==> src/rtl/alu_exec_unit_pkg.sv <==
// -----------------------------------------------------------------------------
// alu_exec_unit_pkg
//   Shared definitions for the ALU-control decoder and the execution unit:
//   ALU operation codes and the execution FSM state encoding.
// -----------------------------------------------------------------------------
package alu_exec_unit_pkg;

    // ALU operation codes (3-bit alu_ctrl). 100 and 111 are unused and
    // execute as ADD.
    localparam logic [2:0] ALU_ADD = 3'b000;
    localparam logic [2:0] ALU_SUB = 3'b001;
    localparam logic [2:0] ALU_AND = 3'b010;
    localparam logic [2:0] ALU_OR  = 3'b011;
    localparam logic [2:0] ALU_SLT = 3'b101;
    localparam logic [2:0] ALU_SLL = 3'b110;

    // Execution FSM states
    typedef enum logic [1:0] {
        ST_IDLE  = 2'd0,
        ST_SHIFT = 2'd1,
        ST_DONE  = 2'd2
    } state_t;

endpackage

==> src/rtl/alu_comb_ops.sv <==
// -----------------------------------------------------------------------------
// alu_comb_ops
//   Purely combinational single-cycle ALU operations: ADD, SUB, AND, OR, SLT.
//   Any code not listed (including SLL, which the parent handles) yields ADD.
// Ports
//   a, b      in   WIDTH  operands
//   alu_ctrl  in   3      operation code
//   result    out  WIDTH  operation result
// -----------------------------------------------------------------------------
module alu_comb_ops
    import alu_exec_unit_pkg::*;
#(
    parameter int WIDTH = 32
) (
    input  logic [WIDTH-1:0] a,
    input  logic [WIDTH-1:0] b,
    input  logic [2:0]       alu_ctrl,
    output logic [WIDTH-1:0] result
);

    always_comb begin
        result = a + b;  // ADD and all unlisted codes; carry out dropped
        case (alu_ctrl)
            ALU_SUB: result = a - b;
            ALU_AND: result = a & b;
            ALU_OR:  result = a | b;
            // Signed compare, result zero-extended to full width
            ALU_SLT: result = {{(WIDTH-1){1'b0}}, ($signed(a) < $signed(b))};
            default: result = a + b;
        endcase
    end

endmodule

==> src/rtl/alu_exec_unit.sv <==
// -----------------------------------------------------------------------------
// alu_exec_unit
//   Execution end of the ALU-control interface. Accepts an op code and two
//   operands over a valid/ready handshake and returns a registered result and
//   zero flag. ADD/SUB/AND/OR/SLT take one cycle; SLL shifts one bit per cycle
//   (latency max(1, shamt)) unless ALU_FAST_SHIFT_EN is defined, in which case
//   a barrel shifter makes every op single-cycle.
// Configuration macro
//   ALU_FAST_SHIFT_EN  barrel-shift SLL; SHIFT state and counter removed
// Ports
//   clk        in   1      rising-edge clock
//   rst_n      in   1      asynchronous active-low reset
//   in_valid   in   1      op/operands valid
//   in_ready   out  1      unit idle and able to accept
//   alu_ctrl   in   3      operation code
//   a          in   WIDTH  operand A (shift source for SLL)
//   b          in   WIDTH  operand B (low SHAMT_W bits = shift amount for SLL)
//   out_valid  out  1      result valid
//   out_ready  in   1      consumer takes result
//   result     out  WIDTH  registered result
//   zero       out  1      registered result==0
// -----------------------------------------------------------------------------
module alu_exec_unit
    import alu_exec_unit_pkg::*;
#(
    parameter int WIDTH = 32
) (
    input  logic             clk,
    input  logic             rst_n,
    input  logic             in_valid,
    output logic             in_ready,
    input  logic [2:0]       alu_ctrl,
    input  logic [WIDTH-1:0] a,
    input  logic [WIDTH-1:0] b,
    output logic             out_valid,
    input  logic             out_ready,
    output logic [WIDTH-1:0] result,
    output logic             zero
);

    localparam int SHAMT_W = $clog2(WIDTH);

    state_t             state, state_nxt;
    logic               accept;
    logic               is_sll;
    logic [SHAMT_W-1:0] shamt;
    logic [WIDTH-1:0]   comb_res;
    logic [WIDTH-1:0]   load_val;

    assign in_ready  = (state == ST_IDLE);
    assign out_valid = (state == ST_DONE);
    assign accept    = in_valid && in_ready;
    assign is_sll    = (alu_ctrl == ALU_SLL);
    assign shamt     = b[SHAMT_W-1:0];

    alu_comb_ops #(.WIDTH(WIDTH)) u_comb_ops (
        .a        (a),
        .b        (b),
        .alu_ctrl (alu_ctrl),
        .result   (comb_res)
    );

`ifdef ALU_FAST_SHIFT_EN
    // Value registered at the accept edge
    always_comb begin
        load_val = comb_res;
        if (is_sll) load_val = a << shamt;
    end

    always_comb begin
        state_nxt = state;
        case (state)
            ST_IDLE: if (accept)    state_nxt = ST_DONE;
            ST_DONE: if (out_ready) state_nxt = ST_IDLE;
            default:                state_nxt = ST_IDLE;
        endcase
    end

    always_ff @(posedge clk or negedge rst_n) begin
        if (!rst_n) begin
            state  <= ST_IDLE;
            result <= '0;
            zero   <= 1'b0;
        end else begin
            state <= state_nxt;
            if (accept) begin
                result <= load_val;
                zero   <= (load_val == '0);
            end
        end
    end
`else
    logic [SHAMT_W-1:0] cnt;
    logic [WIDTH-1:0]   shift_nxt;

    // The first bit of an SLL is shifted at the accept edge, so only
    // shamt-1 further SHIFT cycles are needed.
    always_comb begin
        load_val = comb_res;
        if (is_sll) load_val = (shamt != '0) ? (a << 1) : a;
    end

    assign shift_nxt = {result[WIDTH-2:0], 1'b0};

    always_comb begin
        state_nxt = state;
        case (state)
            ST_IDLE: begin
                if (accept)
                    state_nxt = (is_sll && shamt > SHAMT_W'(1)) ? ST_SHIFT : ST_DONE;
            end
            // cnt==1 here means this edge performs the last shift
            ST_SHIFT: if (cnt == SHAMT_W'(1)) state_nxt = ST_DONE;
            ST_DONE:  if (out_ready)          state_nxt = ST_IDLE;
            default:                          state_nxt = ST_IDLE;
        endcase
    end

    // result doubles as the shift accumulator; it is not observable until DONE
    always_ff @(posedge clk or negedge rst_n) begin
        if (!rst_n) begin
            state  <= ST_IDLE;
            result <= '0;
            zero   <= 1'b0;
            cnt    <= '0;
        end else begin
            state <= state_nxt;
            if (accept) begin
                result <= load_val;
                zero   <= (load_val == '0);
                cnt    <= shamt - SHAMT_W'(1);
            end else if (state == ST_SHIFT) begin
                result <= shift_nxt;
                zero   <= (shift_nxt == '0);
                cnt    <= cnt - SHAMT_W'(1);
            end
        end
    end
`endif

endmodule
==> config.mk <==
export PLATFORM = sky130hd
export DESIGN_NAME = alu_exec_unit
export DESIGN_NICKNAME = d
export VERILOG_FILES = /design/src/rtl/alu_exec_unit_pkg.sv /design/src/rtl/alu_comb_ops.sv /design/src/rtl/alu_exec_unit.sv
export SDC_FILE = /design/constraint.sdc
export NUM_CORES = 1
export LEC_CHECK = 0
export CORE_UTILIZATION = 40
export CTS_CLUSTER_DIAMETER = 80
export DETAILED_ROUTE_END_ITERATION = 16
export SLEW_MARGIN = 20
export SYNTH_ARGS = -nofsm -noshare
export SYNTH_HDL_FRONTEND = slang
export SYNTH_SLANG_ARGS = --single-unit
==> constraint.sdc <==
create_clock -name clk -period 4.7 [get_ports clk]
set_input_delay 0.705 -clock clk [delete_from_list [all_inputs] [get_ports clk]]
set_output_delay 0.705 -clock clk [all_outputs]
set_load 0.03 [all_outputs]
==> results.py <==
metrics = {
    "run": {
        "maxCapViolCount": 0,
    },
    "cts": {
        "clockBufferDepth": 2,
        "cts_setup_buffers": 0,
        "cts_resized": 0,
        "clock_latency_ps": 280,
        "cts-root-buf": "clkbuf_16",
        "clock_sinks": 40,
        "htreeDepth": 2,
        "cts_made_buffers": 5,
        "cts_tree": "yes",
        "clk_pin_slew_worst_paths_ps": 60,
        "ctsHoldBuffers": 0,
    },
    "logic_synthesis": {
        "synth-edff-count": 0,
        "yosys-top-cells-count": "153 x nand2_1, 100 x ha_1, 98 x a21oi_1, 97 x inv_1, 85 x nor2_1",
        "netlist_area_um2": 8290,
        "ys.flop_type": "dfrtp_1",
        "synthCells": 1186,
        "ys_async_sr_fraction_pct": 100,
        "synth_top_area_share_pct": 15.1,
        "synth.net_count": 1359,
        "synth_cell_types": 90,
        "synth-seq-area-share_pct": 12.1,
        "synth_most_common_cell": "nand2_1",
        "ys_ff_latch": 40,
        "yosysTopAreaCell": "ha_1",
        "ys_warn_count": 0,
        "avgSynthCellArea_um2": 6.99,
        "synth_area_leaders": "ha_1 15%, dfrtp_1 12%, nand2_1 6.9%",
    },
    "power": {
        "power.total_mw": 3.04,
        "powerDensity_nw_per_um2": 301,
        "ir_drop_mv": 0.162,
        "p_leak_nw": 4.43,
    },
    "routing": {
        "wl_mm": 32.2,
        "post-route-drc-count": 0,
        "ant_nets": 0,
        "drtIter0Drc": 1034,
        "dr.pass1.iters": 5,
        "wl_per_cell_um": 20.5,
        "drt-vias-per-instance": 6.17,
        "vias": 9679,
    },
    "global_routing": {
        "antenna_found_initial": 0,
        "grtUsageMet1_pct": 43.9,
        "grt_pass1_wl_mm": 50.1,
        "grt_pass1_vias": 8693,
        "grt_overflow": 0,
        "grt_max_degree": 55,
        "met3_usage_pct": 3.04,
        "grt.busiest_layer": "met2",
        "use_met2_pct": 45.0,
        "track_usage_pct": 29.7,
    },
    "layout": {
        "n_fill_cell": 2044,
        "n_antenna_cell": 0,
        "nets": 1471,
        "area_delta_synth_final_pct": 21.7,
        "drive_gt1_share_pct": 10.2,
    },
    "run_status": {
        "status": "complete, no violations",
    },
    "sta": {
        "tightest_slew_ps": 894,
        "min_period_over_period_pct": 94.8,
        "rsz0062_at_grt": "false",
        "finalSetupTns_ps": 0,
        "setup_viol": 0,
        "final.min_clock_period_ps": 4460,
        "max_clock_freq_ghz": 0.224,
        "finalMaxSlewViolations": 0,
        "finClkSkew_ps": 9.31,
        "hold_violations": 0,
        "maxSlewHeadroom_pct": 40.4,
    },
    "worst_setup_path": {
        "start_kind": "input port",
        "crit_type": "input port to flip-flop",
        "worstPathArrival_ps": 4670,
        "max_stage_delay_ps": 600,
        "slowest_stage": "clkdlybuf4s50_1",
        "path_depth": 15,
        "critical-path-top-delay-family": "compound AO/OA/AOI/OAI gates",
        "crit_fanout": 13,
        "worst-path-buf-inv": 3,
        "endpoint_kind": "flip-flop",
        "worstPathRequired_ps": 4910,
        "reg2reg_depth": 11,
        "crit_chain": "clkdlybuf4s50_1 > inv_1 > ha_1 > nor2b_1 > o21ai_1 > nand2_1 > o41ai_1 > buf_4 > a21oi_1 > o31ai_2 > xor2_1 > a221oi_1 > o211a_1 > nand4_1 > o21ai_1",
        "path_common_cell": "o21ai_1",
    },
    "die": {
        "die_h_um": 146,
        "core_area_um2": 20300,
        "start_util_pct": 40.8,
        "die_w_um": 146,
        "dieArea_um2": 21300,
        "rows": 52,
        "io_pins": 106,
    },
    "placement": {
        "dpl.hpwl_mm": 25.6,
        "io_buffers": 105,
        "routabilityCongestion": 1.01,
    },
    "min_path": {
        "min-delay-path-class": "flip-flop to flip-flop",
        "whs_path_depth": 1,
    },
}
path summary, 6_finish.rpt:
| path | from | end | slack, ps |
|---|---|---|---|
| max | a[15] | zero | 240 |
| min | cnt[4] | cnt[4] | 490 |
| max in group asynchronous | rst_n | result[12] | 3580 |
| min in group asynchronous | rst_n | result[3] | 550 |
| max reg2reg | state[1] | zero | 1790 |
| min reg2reg | cnt[4] | cnt[4] | 490 |
stage by stage:
stage	worst slack (ps)	std cells	hold slack, ps	area, um2	util, %
2_1_floorplan	1170	1186	409	8290	-
3_3_place_gp	42.8	1561	486	9930	48.9
3_5_place_dp	106	1561	488	9930	48.9
4_1_cts	371	1569	497	10100	49.7
5_1_grt	41.9	1569	517	10100	49.7
6_report	244	1569	495	10100	49.7
routing by layer:
metal	part of all wire, %	wire, um	up-vias
met3	7.8	2510	61
met4	2.7	871	0
met1	47	15000	4590
met2	43	13700	454
met5	0	0	-
li1	-	-	4574
registers in the layout, indices dropped and copies added, names as in the netlist:
| signal | count |
|---|---|
| result | 32 |
| state | 2 |
| zero | 1 |
| cnt | 5 |
cell usage in the layout (no fill, tap or decap), drive strengths merged, types with 10 or more instances in the layout:
| master | count |
|---|---|
| nor4 | 15 |
| buf | 74 |
| mux2i | 11 |
| o22ai | 11 |
| or3 | 16 |
| o311ai | 10 |
| nor3 | 33 |
| o211ai | 25 |
| nand2b | 10 |
| clkdlybuf4s50 | 103 |
| a21o | 20 |
| o21bai | 15 |
| inv | 101 |
| nor2b | 17 |
| a21oi | 101 |
| xnor2 | 18 |
| a31oi | 22 |
| dfrtp | 40 |
| nor2 | 86 |
| nand3 | 27 |
| o21ai | 94 |
| ha | 100 |
| a211oi | 18 |
| mux2 | 10 |
| o31ai | 17 |
| nand4 | 16 |
| nand2 | 153 |
power breakdown:
group	internal (mW)	switching (mW)	leakage (nW)	total [mW]
registers	0.507	0.171	0.483	0.678
logic	0.799	1.18	3.87	1.98
clock network	0.250	0.131	0.0808	0.380
cell type report:
cell class / instances / area (um2) / share of cell area [%]
multi-input combinational: 973 / 6620 / 65.6
clock buffer: 6 / 129 / 1.28
tap: 270 / 338 / 3.35
timing repair buffer: 177 / 1590 / 15.8
inverter: 101 / 379 / 3.76
clock inverter: 2 / 35.0 / 0.347
sequential: 40 / 1000 / 9.92
logic make-up after synthesis:
| family | count (synthesis) | synth area share [%] |
|---|---|---|
| compound gates | 423 | 35.4 |
| xor+xnor | 23 | 2.43 |
| fa+ha+maj | 102 | 15.6 |
| buf+inv | 173 | 8.35 |
| flops | 40 | 12.1 |
| mux | 21 | 2.69 |
| simple gates | 404 | 23.5 |
(Power assumes the default switching activity.)
